===== config.mk =====
export PLATFORM = sky130hd
export DESIGN_NAME = fifo_write_arbiter_flat
export DESIGN_NICKNAME = d
export VERILOG_FILES = /design/src/rtl/fifo_write_arbiter_if.sv /design/src/rtl/fifo_write_arbiter.sv /design/src/flat_wrapper.sv
export SDC_FILE = /design/constraint.sdc
export NUM_CORES = 1
export LEC_CHECK = 0
export ABC_AREA = 1
export BUFFER_PORTS_ARGS = -buffer_cell sky130_fd_sc_hd__buf_4
export CAP_MARGIN = 10
export CORE_AREA = 10 10 82 84
export CTS_CLUSTER_SIZE = 40
export DETAILED_ROUTE_END_ITERATION = 8
export DIE_AREA = 0 0 92 94
export PLACE_DENSITY = 0.76
export SYNTH_ARGS = -nofsm -noshare
export SYNTH_HDL_FRONTEND = slang
export SYNTH_SLANG_ARGS = --single-unit

===== constraint.sdc =====
create_clock -name clk -period 2 [get_ports clk]
set_input_delay 0.2 -clock clk [delete_from_list [all_inputs] [get_ports clk]]
set_output_delay 0.2 -clock clk [all_outputs]
set_load 0.005 [all_outputs]

===== src/rtl/fifo_write_arbiter_if.sv =====
// Producer/FIFO-side signal bundle for the FIFO write arbiter.
// Handshake: producer k holds req[k] with stable data until ack[k]; a beat transfers in the cycle req[k] && ack[k].
interface fifo_write_arbiter_if #(
  parameter int NUM_REQ    = 4,
  parameter int FIFO_WIDTH = 16
);
  localparam int IW = $clog2(NUM_REQ);

  logic [NUM_REQ-1:0]            req;
  logic [NUM_REQ*FIFO_WIDTH-1:0] req_data;
  logic [NUM_REQ-1:0]            ack;
  logic                          fifo_full;
  logic                          fifo_almostfull;
  logic                          wr_en;
  logic [FIFO_WIDTH-1:0]         data_in;
  logic [IW-1:0]                 grant_id;
  logic                          busy;

  modport master (
    output req, req_data, fifo_full, fifo_almostfull,
    input  ack, wr_en, data_in, grant_id, busy
  );

  modport slave (
    input  req, req_data, fifo_full, fifo_almostfull,
    output ack, wr_en, data_in, grant_id, busy
  );
endinterface


===== src/rtl/fifo_write_arbiter.sv =====
// Round-robin arbiter with burst locking sharing one FIFO write port among NUM_REQ producers.
// Writes are registered one cycle after ack and never issued into a full FIFO.
module fifo_write_arbiter #(
  parameter  int NUM_REQ    = 4,
  parameter  int FIFO_WIDTH = 16,
  parameter  int MAX_BURST  = 4,
  localparam int IW         = $clog2(NUM_REQ),
  localparam int CW         = $clog2(MAX_BURST + 1)
) (
  input  logic                clk,
  input  logic                rst,
  fifo_write_arbiter_if.slave bus,
  output logic                dbg_state_o,
  output logic [CW-1:0]       dbg_burst_cnt_o,
  output logic [IW-1:0]       dbg_rr_ptr_o
);

  typedef enum logic {IDLE = 1'b0, BURST = 1'b1} state_e;

  localparam logic [CW-1:0] LAST_BEAT = CW'(MAX_BURST - 1);

  state_e                state_q, state_d;
  logic [IW-1:0]         rr_ptr_q, rr_ptr_d;
  logic [IW-1:0]         grant_id_q, grant_id_d;
  logic [CW-1:0]         burst_cnt_q, burst_cnt_d;
  logic                  wr_en_q, wr_en_d;
  logic [FIFO_WIDTH-1:0] data_in_q, data_in_d;

  logic          hold;
  logic          can_accept;
  logic          accept;
  logic [IW-1:0] owner;
  logic [IW-1:0] scan_owner;
  logic [IW-1:0] scan_idx;
  logic          found;

  function automatic logic [IW-1:0] inc_idx(input logic [IW-1:0] i);
    if (int'(i) == NUM_REQ - 1) return '0;
    else return i + IW'(1);
  endfunction

  // A write already in flight consumes the last slot flagged by almostfull.
  assign can_accept = !bus.fifo_full && !(wr_en_q && bus.fifo_almostfull);
  assign hold       = (state_q == BURST) && bus.req[grant_id_q];
  assign owner      = hold ? grant_id_q : scan_owner;
  assign accept     = (|bus.req) && can_accept && !rst;

  always_comb begin
    scan_idx   = rr_ptr_q;
    scan_owner = '0;
    found      = 1'b0;
    for (int i = 0; i < NUM_REQ; i++) begin
      if (!found && bus.req[scan_idx]) begin
        scan_owner = scan_idx;
        found      = 1'b1;
      end
      scan_idx = inc_idx(scan_idx);
    end
  end

  always_comb begin
    bus.ack = '0;
    if (accept) bus.ack[owner] = 1'b1;
  end

  always_comb begin
    state_d     = state_q;
    rr_ptr_d    = rr_ptr_q;
    grant_id_d  = grant_id_q;
    burst_cnt_d = burst_cnt_q;
    wr_en_d     = accept;
    data_in_d   = accept ? bus.req_data[owner*FIFO_WIDTH +: FIFO_WIDTH] : data_in_q;

    // Owner dropped its request: release, and a fresh selection may win below.
    if (state_q == BURST && !bus.req[grant_id_q]) begin
      state_d     = IDLE;
      rr_ptr_d    = inc_idx(grant_id_q);
      burst_cnt_d = '0;
    end

    if (accept && !hold) begin
      grant_id_d = owner;
      if (MAX_BURST == 1) begin
        rr_ptr_d    = inc_idx(owner);
        burst_cnt_d = '0;
      end else begin
        state_d     = BURST;
        burst_cnt_d = CW'(1);
      end
    end else if (accept && hold) begin
      if (burst_cnt_q == LAST_BEAT) begin
        state_d     = IDLE;
        rr_ptr_d    = inc_idx(grant_id_q);
        burst_cnt_d = '0;
      end else begin
        burst_cnt_d = burst_cnt_q + CW'(1);
      end
    end
  end

  always_ff @(posedge clk or posedge rst) begin
    if (rst) begin
      state_q     <= IDLE;
      rr_ptr_q    <= '0;
      grant_id_q  <= '0;
      burst_cnt_q <= '0;
      wr_en_q     <= 1'b0;
      data_in_q   <= '0;
    end else begin
      state_q     <= state_d;
      rr_ptr_q    <= rr_ptr_d;
      grant_id_q  <= grant_id_d;
      burst_cnt_q <= burst_cnt_d;
      wr_en_q     <= wr_en_d;
      data_in_q   <= data_in_d;
    end
  end

  assign bus.wr_en    = wr_en_q;
  assign bus.data_in  = data_in_q;
  assign bus.grant_id = grant_id_q;
  assign bus.busy     = (state_q == BURST);

  assign dbg_state_o     = state_q;
  assign dbg_burst_cnt_o = burst_cnt_q;
  assign dbg_rr_ptr_o    = rr_ptr_q;

endmodule


===== src/flat_wrapper.sv =====
// flat-port wrapper written by rule: the top's interface ports become plain ports
module fifo_write_arbiter_flat 
#(
  parameter  int NUM_REQ    = 4,
  parameter  int FIFO_WIDTH = 16,
  parameter  int MAX_BURST  = 4,
  localparam int IW         = $clog2(NUM_REQ),
  localparam int CW         = $clog2(MAX_BURST + 1)
)
  (clk, rst, dbg_state_o, dbg_burst_cnt_o, dbg_rr_ptr_o, bus_req, bus_req_data, bus_fifo_full, bus_fifo_almostfull, bus_ack, bus_wr_en, bus_data_in, bus_grant_id, bus_busy);
  fifo_write_arbiter_if #(.NUM_REQ(NUM_REQ), .FIFO_WIDTH(FIFO_WIDTH)) bus_i ();
  input  logic clk;
  input  logic rst;
  output logic dbg_state_o;
  output logic [CW-1:0] dbg_burst_cnt_o;
  output logic [IW-1:0] dbg_rr_ptr_o;
  input wire logic [$bits(bus_i.req)-1:0] bus_req;
  input wire logic [$bits(bus_i.req_data)-1:0] bus_req_data;
  input wire logic [$bits(bus_i.fifo_full)-1:0] bus_fifo_full;
  input wire logic [$bits(bus_i.fifo_almostfull)-1:0] bus_fifo_almostfull;
  output wire logic [$bits(bus_i.ack)-1:0] bus_ack;
  output wire logic [$bits(bus_i.wr_en)-1:0] bus_wr_en;
  output wire logic [$bits(bus_i.data_in)-1:0] bus_data_in;
  output wire logic [$bits(bus_i.grant_id)-1:0] bus_grant_id;
  output wire logic [$bits(bus_i.busy)-1:0] bus_busy;
  assign bus_i.req = bus_req;
  assign bus_i.req_data = bus_req_data;
  assign bus_i.fifo_full = bus_fifo_full;
  assign bus_i.fifo_almostfull = bus_fifo_almostfull;
  assign bus_ack = bus_i.ack;
  assign bus_wr_en = bus_i.wr_en;
  assign bus_data_in = bus_i.data_in;
  assign bus_grant_id = bus_i.grant_id;
  assign bus_busy = bus_i.busy;
  fifo_write_arbiter #(.NUM_REQ(NUM_REQ), .FIFO_WIDTH(FIFO_WIDTH), .MAX_BURST(MAX_BURST)) u_core (.clk(clk), .rst(rst), .bus(bus_i), .dbg_state_o(dbg_state_o), .dbg_burst_cnt_o(dbg_burst_cnt_o), .dbg_rr_ptr_o(dbg_rr_ptr_o));
endmodule

Yosys cells after proc, flatten, opt, wreduce, memory -nomap -nowiden
Index checks and enable logic that the tools add are counted.
{ "word_totals": {"n_memories": 0, "out_inout_bits": 30, "reg_bits": 25, "romBits": 0, "latch_bits": 0, "wordCells": 83, "ramBits": 0, "inputBits": 72} }
{ "op_classes": {"n_shift": 1, "eq_ne": 5, "reduce_logical": 22, "bitwise": 0, "mul": 0, "n_mux": 37, "div_mod_pow": 0, "n_lt_le_gt_ge": 7, "addsub": 5} }
{ "ops": {"columns": ["cell", "n"], "rows": [
  ["$shiftx 64x7->16", 1],
  ["$mux 2", 13],
  ["$lt 2x3->1 const B", 6],
  ["$mux 1", 13],
  ["$logic_and 1x1->1", 12],
  ["$mux 3", 4],
  ["$bmux 1 s2", 5],
  ["$add 2x1->2 const B", 4],
  ["$eq 2x1->1 const B", 4],
  ["$logic_not 1->1", 8],
  ["$mux 4", 1],
  ["$reduce_or 4->1", 1],
  ["$add 3x1->3 const B", 1],
  ["$eq 3x2->1 const B", 1],
  ["$reduce_bool 3->1", 1],
  ["$demux 1 s2", 1],
  ["$ge 2x1->1 const B", 1]
]} }

Depth between registers and ports, before layout
{ "logic_depth": {"depth_word": 18, "mapped_depth": 18, "mapped_depth_nobuf": 16} }

Worst setup path after synthesis
No wires, ideal clock.
{ "synth_path": {"path_kind": "reg-to-output", "startpoint": "reg u_core.rr_ptr_q[1] (netlist: u_core.dbg_rr_ptr_o[1])", "endpoint": "out bus_ack[0]", "required_time_ns": 1.800, "slack_ns": -0.127, "arrival_ns": 1.927, "path_stages_with_launch": 15, "cell_sequence": "dfrtp_1 -> ha_1 -> inv_1 -> o21ai_2 -> nand2_1 -> nand2_1 -> nand2_1 -> nand2_1 -> nor2_1 -> nor2_1 -> nand2_1 -> o21ai_2 -> inv_4 -> buf_2 -> nor3_1"} }
{ "synth_via": {"elab_chain_len": 18} }
{ "synth_rtl": {"columns": ["item", "line_no", "source"], "rows": [
  ["start: declaration", "fifo_write_arbiter.sv:23", "logic [IW-1:0] rr_ptr_q, rr_ptr_d;"],
  ["start signal: assignment", "fifo_write_arbiter.sv:111", "rr_ptr_q <= rr_ptr_d;"],
  ["parallel branches: the longest is 11 deep, another holds $add 2x1->2", null, null],
  ["$mux 2 (*)", "fifo_write_arbiter.sv:53", "if (!found && bus.req[scan_idx]) begin"],
  ["$mux 2 (*)", "fifo_write_arbiter.sv:45", "assign owner = hold ? grant_id_q : scan_owner;"],
  ["$lt 2x3->1 (implied by the code) / $ge 2x1->1 (equally long branches)", "fifo_write_arbiter.sv:63", "if (accept) bus.ack[owner] = 1'b1;"],
  ["$logic_and 1x1->1 (implied by the code)", "fifo_write_arbiter.sv:63", null],
  ["$mux 1 (implied by the code)", "fifo_write_arbiter.sv:63", null],
  ["$demux 1 s2 (*)", null, null],
  ["$mux 4 (*)", "fifo_write_arbiter.sv:63", null],
  ["end: declaration", "flat_wrapper.sv:21", "output wire logic [$bits(bus_i.ack)-1:0] bus_ack;"]
]} }
Mark *: on every way between the ends. The select of a mux whose other input is x is not followed.

Worst setup path after layout
{ "layout_path": {"startpoint": "reg u_core.rr_ptr_q[1] (netlist: u_core.dbg_rr_ptr_o[1])", "endpoint": "out bus_ack[1]"} }
The elaborated chain is that of the path after synthesis.

==> out/metrics.cfg <==
[drt]
drt_drc_violations_left=0
route.antenna.remaining_nets=0
drt-initial-drc-count=243
tritonroute_pass_1_iters=5
post_drt_via_cell_ratio=5.10
detail_route.wirelength_um=8200
post_drt_wl_per_cell_um=15.0
route.vias.total=2780

[clock_network]
clock-sinks=25
cts.root.buffer_cell=sky130_fd_sc_hd__clkbuf_8
clock_h_tree_levels=1
clock_tree_from_tritoncts=built
max-clock-path-buffers=2
clk_pin_slew_worst_paths_ns=0.09
numCtsBuffers=3
worstSkewPairLatency_ns=0.27

[setup_path]
timing.critical_path.to_type=primary output
r2r_start=u_core.dbg_rr_ptr_o[0]$_DFF_PP0_
critical_path_arrival_ns=2.18
worst_setup_path_startpoint=u_core.dbg_rr_ptr_o[1]$_DFF_PP0_
cp_max_fo=5
critical_path_required_ns=1.80
crit_type=flop to primary output
setup.worst_path.start_class=flop

[global_route]
track_usage_pct=17.3
largest_net_degree_at_the_start_of_global_routing=33
grt_pass1_wl_um=12700
initial_antenna_violation_count=0
grt_pass1_vias=2647
grt-ovfl-total=0

[job]
drv_cap=0

[floorplan]
die_w_um=92
initial_core_util_pct=41.7
core_area_um2=5070
fp.dieArea_um2=8650
rows=26
boundaryPins=102
dieHeight_um=94

[sta]
fin_worst_hold_slack_ns=0.345
timing.final.setup_violations=21
skew_ns=0.0126
final_hold_viol_count=0
transition_time_at_the_pin_with_the_least_slew_margin_ns=0.325
rsz0062_at_grt=yes
maxSlewViolCount=0
share_of_the_clock_period_used_by_the_worst_path_pct=119
worst_slack_ns=-0.378
timing.fmax_mhz=421
maxSlewHeadroom_pct=78.3
fin_crit_ns=2.38
final.setup.tns_ns=-6.46

[finish]
layout.cell_area.non_filler_um2=3450
sequential_cell_area_um2=626
n_fill_cell=444
diodes=0
multi_input_combinational_cell_area_um2=1440
share_of_final_layout_standard_cells_stronger_than_drive_strength_1_pct=37.7
post_layout_net_count=551
areaGrowthSynthToFinish_pct=63.3
post-route-util_pct=68.0

[logic_synthesis]
netlist.area_leader.share_pct=29.6
netlist_instances=356
post_synth_num_cell_types=26
avgSynthCellArea_um2=5.94
register_area_share_after_synthesis_pct=29.6
ys_ff_latch=25
mappedNetlistArea_um2=2110
top_cells_by_area_in_the_synthesized_netlist=sky130_fd_sc_hd__dfrtp_1 30%, sky130_fd_sc_hd__nand2_1 29%, sky130_fd_sc_hd__nand3_1 18%, sky130_fd_sc_hd__inv_1 3.4%, sky130_fd_sc_hd__buf_2 2.4%
ys.warnings.count=0
synth_top_area_cell=sky130_fd_sc_hd__dfrtp_1
synth_nets=431

[worst_hold_path]
min-delay-start=bus_req_data[0]
hold_class=input port to flop

[status]
failed_checks=negative setup slack
status=finished with violations

[place]
detailedPlace.worstSlack_ns=-0.138
buffer_ports.inserted=101
post_dp_cell_area_um2=3120
routability_driven_placement_congestion_ratio=0.876
dp_hpwl_um=6040

[power]
max-vdd-ir-drop_uv=1290
power_density_nw_per_um2=2170
leakage_nw=1.98

## state kept, by name, summed over array words and instances (netlist names)
| name | count |
|---|---|
| u_core.bus.data_in | 16 |
| u_core.dbg_burst_cnt_o | 3 |
| u_core.bus.grant_id | 2 |
| u_core.dbg_rr_ptr_o | 2 |
| u_core.bus.busy | 1 |
| u_core.bus.wr_en | 1 |
## power by group
| group | total (mW) | leakage, nW | internal (mW) | switching (mW) |
|---|---|---|---|---|
| logic | 6.31 | 1.64 | 2.87 | 3.44 |
| registers | 0.870 | 0.317 | 0.714 | 0.157 |
| clock network | 0.301 | 0.0228 | 0.142 | 0.158 |
| total | 7.48 | 1.98 | 3.72 | 3.76 |
## critical path, cell delays in order, from the launching register on
cell and delay, ns:
sky130_fd_sc_hd__dfrtp_1 0.42, sky130_fd_sc_hd__ha_4 0.29, sky130_fd_sc_hd__inv_4 0.08, sky130_fd_sc_hd__o21ai_4 0.06, sky130_fd_sc_hd__nand2_2 0.08, sky130_fd_sc_hd__nand2_1 0.06, sky130_fd_sc_hd__nand2_1 0.09, sky130_fd_sc_hd__nand4_1 0.15
sky130_fd_sc_hd__nand3_2 0.13, sky130_fd_sc_hd__nand2_2 0.09, sky130_fd_sc_hd__nand2_4 0.10, sky130_fd_sc_hd__inv_2 0.06, sky130_fd_sc_hd__nor3_4 0.15, sky130_fd_sc_hd__buf_4 0.13
## placed cells by master (no fill, tap or decap), types with 2 or more instances in the layout
master / synthesis / layout
sky130_fd_sc_hd__nand2_1: 166 / 156
sky130_fd_sc_hd__buf_4: 1 / 119
sky130_fd_sc_hd__nand3_1: 77 / 66
sky130_fd_sc_hd__dfrtp_1: 25 / 25
sky130_fd_sc_hd__inv_1: 19 / 17
sky130_fd_sc_hd__nand2_2: 4 / 13
sky130_fd_sc_hd__nand3_2: 1 / 12
sky130_fd_sc_hd__nor2_1: 10 / 10
sky130_fd_sc_hd__o21ai_0: 8 / 7
sky130_fd_sc_hd__buf_12: 0 / 7
sky130_fd_sc_hd__buf_6: 3 / 6
sky130_fd_sc_hd__nand4_1: 4 / 4
sky130_fd_sc_hd__inv_4: 2 / 3
sky130_fd_sc_hd__a21oi_1: 3 / 3
sky130_fd_sc_hd__clkbuf_8: 0 / 3
sky130_fd_sc_hd__nor2_4: 1 / 2
sky130_fd_sc_hd__o21ai_4: 0 / 2
sky130_fd_sc_hd__inv_2: 1 / 2
sky130_fd_sc_hd__nor3_4: 0 / 2
sky130_fd_sc_hd__nor3_2: 0 / 2
sky130_fd_sc_hd__ha_1: 3 / 2
sky130_fd_sc_hd__clkbuf_16: 0 / 2
## metrics by stage
stage          total power [mW]  std cells
6_report                   7.48        545
3_5_place_dp               5.87        527
5_1_grt                    8.19        545
4_1_cts                    6.79        546
3_3_place_gp               5.81        527
2_1_floorplan              4.14        356
## cell type report
cell class | instances | share of cell area, %
Clock buffer | 4 | 1.30
Tap cell | 70 | 2.54
Multi-Input combinational cell | 288 | 41.6
Timing Repair Buffer | 136 | 33.8
Sequential cell | 25 | 18.1
Inverter | 22 | 2.61
## per-layer routing
layer	track usage (%)	up-vias	share of wire [%]
li1	-	1380	-
met3	3.52	8	7.0
met5	0	-	0
met2	28.1	108	48
met4	3.34	0	0.71
met1	23.3	1284	45
## repair_timing
action	CTS	global route
hold endpoints to repair	13	0
cloned	1	3
pin swaps	10	22
hold buffers	1	0
endpoints found under the setup margin	21	22
gates resized for setup	11	24
buffers inserted	13	2
## path summary, 6_finish.rpt
path / endpoint / slack [ns] / depth (start not counted)
min reg2reg: u_core.bus.data_in[2]$_DFFE_PP0P_ / 0.49 / 2
max: bus_ack[1] / -0.38 / 13
min in group asynchronous: u_core.dbg_burst_cnt_o[2]$_DFFE_PP0P_ / 0.55 / 4
min: u_core.bus.data_in[0]$_DFFE_PP0P_ / 0.34 / 7
max in group asynchronous: u_core.bus.data_in[0]$_DFFE_PP0P_ / 1.20 / 4
max reg2reg: u_core.bus.data_in[8]$_DFFE_PP0P_ / -0.35 / 17
## synth_stat cells (all sizes together)
cell type    n
o21a         1
clkbuf       3
buf         18
nand3       78
nand4        4
nor3         4
o21ai       10
ha           3
nand2      170
dfrtp       25
o311ai       1
a21oi        3
inv         22
nand3b       1
and3         1
nor2        12
## cell families (layout without fill, tap and decap cells)
kind of cell | after synthesis | after routing | share of synthesized area [%]
AOI/OAI and AO/OA | 15 | 15 | 4.20
buffers and inverters | 43 | 162 | 9.70
DFF | 25 | 25 | 29.6
and+or+nand+nor | 270 | 270 | 54.7
adders and majority gates | 3 | 3 | 1.78
(Power assumes the default switching activity.)
